`config.mk`:
```
export PLATFORM = sky130hd
export DESIGN_NAME = stopwatch_ctrl
export DESIGN_NICKNAME = d
export VERILOG_FILES = /design/src/rtl/stopwatch_pkg.sv /design/src/rtl/btn_conditioner.sv /design/src/rtl/stopwatch_ctrl.sv
export SDC_FILE = /design/constraint.sdc
export NUM_CORES = 1
export LEC_CHECK = 0
export CORE_UTILIZATION = 45
export CTS_CLUSTER_DIAMETER = 60
export CTS_CLUSTER_SIZE = 24
export DETAILED_ROUTE_END_ITERATION = 10
export SYNTH_ARGS = -nofsm -noshare
export SYNTH_HDL_FRONTEND = slang
export SYNTH_SLANG_ARGS = --single-unit
```
`constraint.sdc`:
```
create_clock -name clock_50M -period 2.8 [get_ports clock_50M]
set_input_delay 0.42 -clock clock_50M [delete_from_list [all_inputs] [get_ports clock_50M]]
set_output_delay 0.42 -clock clock_50M [all_outputs]
set_load 0.01 [all_outputs]
```
`src/rtl/stopwatch_pkg.sv`:
```
// rtl/stopwatch_pkg.sv - shared state type and default timing constants for the stopwatch controller
package stopwatch_pkg;

  typedef enum logic [1:0] {
    ST_IDLE = 2'b00,
    ST_RUN  = 2'b01,
    ST_STOP = 2'b10
  } sw_state_t;

  localparam int DEF_TICK_DIV = 5_000_000;
  localparam int DEF_DEB_CYC  = 500_000;

endpackage

```
`src/rtl/btn_conditioner.sv`:
```
// rtl/btn_conditioner.sv - active-low button: 2-flop sync, debounce, registered press pulse
module btn_conditioner
  import stopwatch_pkg::*;
#(
  parameter int DEB_CYC = DEF_DEB_CYC
) (
  input  logic clk,
  input  logic rst,
  input  logic btn_n,
  output logic press
);

  localparam int CW = $clog2(DEB_CYC + 1);

  logic          sync1;
  logic          sync2;
  logic          level;
  logic [CW-1:0] cnt;

  // Synchronizers reset to released so a button held at reset release still yields one press.
  // The press pulse is registered on the same edge the new level is accepted.
  always_ff @(posedge clk or posedge rst) begin
    if (rst) begin
      sync1 <= 1'b1;
      sync2 <= 1'b1;
      level <= 1'b1;
      cnt   <= '0;
      press <= 1'b0;
    end else begin
      sync1 <= btn_n;
      sync2 <= sync1;
      press <= 1'b0;
      if (sync2 == level) begin
        cnt <= '0;
      end else if (cnt == CW'(DEB_CYC - 1)) begin
        cnt   <= '0;
        level <= sync2;
        press <= ~sync2;
      end else begin
        cnt <= cnt + CW'(1);
      end
    end
  end

endmodule

```
`src/rtl/stopwatch_ctrl.sv`:
```
// rtl/stopwatch_ctrl.sv - stopwatch control FSM, 0.1 s prescaler and lap/clear strobes
module stopwatch_ctrl
  import stopwatch_pkg::*;
#(
  parameter int TICK_DIV = DEF_TICK_DIV,
  parameter int DEB_CYC  = DEF_DEB_CYC
) (
  input  logic       clock_50M,
  input  logic       reset,
  input  logic       start_stop,
  input  logic       lap_reset,
  output logic       count_en,
  output logic       clear,
  output logic       lap_load,
  output logic [1:0] state
);

  localparam int PW = (TICK_DIV > 1) ? $clog2(TICK_DIV) : 1;

  logic          ss_press;
  logic          lr_press;
  logic [1:0]    state_q;
  logic [1:0]    state_d;
  logic [PW-1:0] presc;
  logic          presc_last;

  btn_conditioner #(.DEB_CYC(DEB_CYC)) u_ss (
    .clk   (clock_50M),
    .rst   (reset),
    .btn_n (start_stop),
    .press (ss_press)
  );

  btn_conditioner #(.DEB_CYC(DEB_CYC)) u_lr (
    .clk   (clock_50M),
    .rst   (reset),
    .btn_n (lap_reset),
    .press (lr_press)
  );

  // start_stop has priority: a simultaneous lap_reset press is dropped.
  always_comb begin
    state_d = state_q;
    case (state_q)
      ST_IDLE: if (ss_press) state_d = ST_RUN;
      ST_RUN:  if (ss_press) state_d = ST_STOP;
      ST_STOP: begin
        if (ss_press)      state_d = ST_RUN;
        else if (lr_press) state_d = ST_IDLE;
      end
      default: state_d = ST_IDLE;
    endcase
  end

  assign presc_last = (presc == PW'(TICK_DIV - 1));

  // Prescaler holds through STOP so a resume keeps the partial tick.
  always_ff @(posedge clock_50M or posedge reset) begin
    if (reset) begin
      state_q <= ST_IDLE;
      presc   <= '0;
    end else begin
      state_q <= state_d;
      case (state_q)
        ST_RUN:  presc <= presc_last ? '0 : presc + PW'(1);
        ST_STOP: presc <= presc;
        default: presc <= '0;
      endcase
    end
  end

  assign count_en = (state_q == ST_RUN) && presc_last;
  assign lap_load = (state_q == ST_RUN) && lr_press && !ss_press;
  assign clear    = (state_q == ST_IDLE);
  assign state    = state_q;

endmodule

```
[Word-level counts from Yosys, hierarchy flattened]
Cells that the tools add are included.
Word-level totals
  register bits: 71
  bits in latches: 0
  memory bits (writable): 0
  bits in read-only memories: 0
  input bits: 4
  output and inout bits: 5
  memories kept: 0
Operators by class
  add/subtract/negate cells: 3
  $mul: 0
  divide/modulo/power cells: 0
  order comparisons: 0
  equal/unequal tests: 10
  shift-type cells: 0
  muxes and demuxes: 15
  bitwise gates (word level): 4
  reductions and logical operators: 8
Operator list (number)
  $mux W19: 4
  $pmux W23 S2: 1
  $add A19 B1 Y19 const B: 2
  $eq A19 B19 Y1 const B: 2
  $add A23 B1 Y23 const B: 1
  $eq A23 B23 Y1 const B: 1
  $mux W23: 1
  $mux W2: 4
  $pmux W2 S3: 1
  $mux W1: 4
  $ne A2 B1 Y1 const B: 2
  $not A1 Y1: 4
  $reduce_and A2 Y1: 2
  $logic_and A1 B1 Y1: 3
  $ne A3 B1 Y1 const B: 1
  $reduce_and A3 Y1: 1
  $eq A1 B1 Y1: 2
  $eq A2 B1 Y1 const B: 1
  $eq A2 B2 Y1 const B: 1
  $logic_not A2 Y1: 1
  $logic_not A1 Y1: 1

[Depth between registers and ports, before layout]
Gate-level depths: netlist of the first run.
  depth after elaboration: 3
  depth in mapped cells: 7
  mapped depth without buffers: 6

[Modules after synthesis]
From an unflattened synthesis of the first run, not the netlist that was laid out.
Unflattened totals
  cells, all modules: 376
  area, all modules: 3769.9 um^2
By module, submodules not included
  btn_conditioner: instances 2, cells each 108, area each 1157.4 um^2, sequential area each 579.3 um^2
  stopwatch_ctrl: instances 1, cells each 160, area each 1455.1 um^2, sequential area each 625.6 um^2

[Worst setup path before layout of the first run]
No wires, ideal clock.
  path kind: reg-to-output
  from: register presc[17]
  to: output count_en
  arrival time: 1382 ps
  data required time: 2380 ps
  slack: 998 ps
  cell stages (with the launch flop): 5
  path buffers: 0
  cell sequence: dfrtp_1 or4_4 nor3_4 nand3_1 nor2_1
Between the ends
  cells in the longest elaborated chain, start to end: 2
RTL lines
  start: declaration: RTL line stopwatch_ctrl.sv:24  | logic [PW-1:0] presc;
  start signal: assignment: RTL line stopwatch_ctrl.sv:65  | ST_RUN: presc <= presc_last ? '0 : presc + PW'(1);
  start signal: assignment: RTL line stopwatch_ctrl.sv:66  | ST_STOP: presc <= presc;
  $eq A23 B23 Y1: RTL line stopwatch_ctrl.sv:55  | assign presc_last = (presc == PW'(TICK_DIV - 1));
  $logic_and A1 B1 Y1: RTL line stopwatch_ctrl.sv:72  | assign count_en = (state_q == ST_RUN) && presc_last;
  end: declaration: RTL line stopwatch_ctrl.sv:12  | output logic count_en,
No other way between the ends.

[Worst setup path after layout of the first run]
Ends and elaborated chain as after synthesis.

==> results of run 1 <==
==> cell type report <==
| cell class | count | share of cell area [%] |
|---|---|---|
| multi-input cells | 271 | 42.1 |
| flip-flops and latches | 71 | 45.7 |
| clock buffers | 9 | 3.17 |
| clock inverters | 7 | 2.24 |
| well taps | 99 | 3.17 |
| repair buffers | 11 | 2.95 |
| inverters | 7 | 0.672 |
==> Yosys cell counts, drive strengths merged, types with 5 or more instances <==
cell type,count
dfrtp,65
nor2,55
and3,9
nand3,31
or3,5
o21ai,16
nand4,14
nor3,8
mux2i,6
buf,7
inv,7
dfstp,6
nor4,6
xnor2,13
a21oi,6
xor2,27
nand2,35
==> worst register-to-register path: cells and delay by family (launching register included) <==
family | cells | cell delay (ns)
AOI/OAI and AO/OA | 2 | 0.57
DFF | 1 | 0.42
and+or+nand+nor | 3 | 0.96
==> state kept, by name, indices dropped and copies added, names as in the netlist <==
signal and flops:
u_ss.sync1 1, state 2, u_lr.sync1 1, presc 23
u_lr.cnt 19, u_lr.press 1, u_ss.level 1, u_ss.press 1
u_lr.level 1, u_ss.sync2 1, u_ss.cnt 19, u_lr.sync2 1
==> repair_timing <==
| item | 4_1_cts | 5_1_grt |
|---|---|---|
| setup endpoints to repair | 0 | 1 |
| setup buffers | 0 | 0 |
| resized for setup | 0 | 1 |
==> cell families (layout without fill, tap and decap cells) <==
kind of cell	after synthesis	after routing
muxes	8	8
AOI/OAI and AO/OA	35	35
buffers and inverters	16	34
xor gates and xnor gates	40	40
DFF	71	71
and+or+nand+nor	185	185
adders and majority gates	3	3
==> stage by stage <==
stage / std cells / hold slack [ns]
after detailed placement: 459 / 0.350
after global routing: 475 / 0.357
final: 475 / 0.360
after global placement: 459 / 0.346
after CTS: 475 / 0.359
after floorplan: 358 / 0.345
==> power groups by stage <==
stage | clock network, mW | registers [mW] | logic [mW]
3_5_place_dp | 0 | 1.07 | 0.0531
4_1_cts | 0.914 | 1.05 | 0.0535
2_1_floorplan | 0 | 1.06 | 0.0368
5_1_grt | 0.960 | 1.05 | 0.0606
6_report | 0.884 | 1.05 | 0.0507
3_3_place_gp | 0 | 1.07 | 0.0533
==> routing by layer <==
metal / track usage (%) / up-vias / share of wire [%]
li1: - / 1271 / -
met1: 24.3 / 1217 / 49
met2: 27.8 / 32 / 47
met3: 3.28 / 7 / 2.6
met4: 10.8 / 0 / 1.7
met5: 0 / - / 0
==> path summary, 6_finish.rpt <==
path                             from            to  slack [ns]  cells after the start
setup / recovery            presc[17]      count_en        0.14                      5
hold / removal             u_ss.sync1    u_ss.sync2        0.36                      0
setup reg to reg            presc[17]     presc[15]        0.76                      5
hold reg to reg            u_ss.sync1    u_ss.sync2        0.36                      0
max in group asynchronous       reset    u_ss.level        1.67                      3
min in group asynchronous       reset  u_lr.cnt[16]        0.45                      2
==> flow_summary.toml, run 1 <==
[sta]
finalSetupViolCount = 0
worst-slew-pin-transition_ns = 1.13
fin_tns_setup_ns = 0
post-route-period-util_pct = 95.1
setup_ws_ns = 0.138
fin_skew_ns = 0.0119
slew_viol_final = 0
rsz0062_at_grt = "no"
relSlewSlack_pct = 24.8
hold_violations = 0
max_freq_ghz = 0.376
finalCriticalPeriod_ns = 2.66

[global_routing]
grt_pass1_wl_um = 11700
track_usage_pct = 18.2
first_global_vias = 2516
antenna_found_initial = 0
grt_max_degree = 46
gr-total-overflow = 0

[logic_synthesis]
yosysSeqAreaShare_pct = 50.8
synthFlopType = "dfrtp_1"
synth_area_um2 = 3510
yosys.area.top_type_share_pct = 46.3
synth_cell_types = 45
avgSynthCellArea_um2 = 9.80
synth_edf_count = 0
synth_compound_area_share_pct = 6.56
ys_top_cells_by_area = "dfrtp_1, xor2_1, nor2_1"
ys_ff_latch = 71
yosys.area_share.simple_pct = 26.9
synth.mux.area_fraction_pct = 2.35
synth_top_area_cell = "dfrtp_1"
yosys.area_share.xor_xnor_pct = 9.98
synth_top_family_by_area = "simple AND/OR/NAND/NOR gates"
syn_nets = 365
yosys_warnings = 0
async_flop_share_pct = 100
synthCells = 358
synthAdderAreaFrac_pct = 1.07

[setup_path]
cp-start-kind = "flop"
crit_slowest_cell = "or4_4"
setup.worst_path.class = "flop to output pin"
crit_family = "simple AND/OR/NAND/NOR gates"
cpPeakStageDelay_ns = 0.56
crit_buf_inv = 1
critPathMaxFanout = 5
required_ns = 2.38
crit_chain = "or4_4 > nor3_4 > nand3_1 > nor2_1 > clkdlybuf4s50_1"
cp.arrival_ns = 2.24
worstSetupEndpointType = "output pin"

[job]
drv_cap = 0

[final_layout]
drive_gt1_share_pct = 8.78
stdcell_area_um2 = 3910
area_growth_pct = 11.3
antenna_cells = 0
final_net_count = 378
multiInputGateArea_um2 = 1650
final_util_pct = 52.7
nFillCells = 668
register_area_um2 = 1780
layout_commonest_cell = "dfrtp_1"
mostFrequentLayoutCells = "dfrtp_1, nor2_1, nand2_1"

[placement]
pre_cts_ws_ns = 0.480
place_area_um2 = 3690
finalWeightedCongestion = 0.792
io_buffers = 8
hpwlAfterDp_um = 4360

[clock_tree]
htreeDepth = 3
cts_tree = "built"
clkLatencyLatePin_ns = 0.34
path_clk_slew_ns = 0.07
cts_hold_buffers = 0
clkSinkCount = 71
clk_root_buffer_cell = "clkbuf_8"
cts_made_buffers = 9
cts_buffer_depth = 2

[power_and_ir_drop]
ir_worst_vdd_mv = 0.235
switching_share_pct = 21.9
power.internal_mw = 1.55
leakagePower_nw = 1.64
p_switching_mw = 0.433
power_mw = 1.98
p_per_area_nw_per_um2 = 507
clockPowerShare_pct = 44.6
power_frac_comb_pct = 2.6
seq_power_share_pct = 52.8

[routing]
ant_nets = 0
dr.pass1.iters = 4
wl_per_cell_um = 13.8
drt_iter0_markers = 132
viasPerCell = 5.32
wl_um = 6540
vias = 2527
drcViolationCount = 0

[floorplan]
ios = 9
rows = 31
die_area_um2 = 8160
die_height_um = 90.3
core_um2 = 7410
initial_core_util_pct = 47.4
die_w_um = 90.3

[outcome]
status = "finished, final reports clean"

[worst_hold_path]
min_path_type = "flop to flop"
Power figures use the tool's default switching activity.
==> run 2: changes to the inputs <==
--- a/config.mk
+++ b/config.mk
@@ -5,6 +5,7 @@
 export SDC_FILE = /design/constraint.sdc
 export NUM_CORES = 1
 export LEC_CHECK = 0
+export CAP_MARGIN = 10
 export CORE_UTILIZATION = 45
 export CTS_CLUSTER_DIAMETER = 60
 export CTS_CLUSTER_SIZE = 24
==> results of run 2 <==
Same layout as run 1: the final DEF is identical, and so are final timing and power.
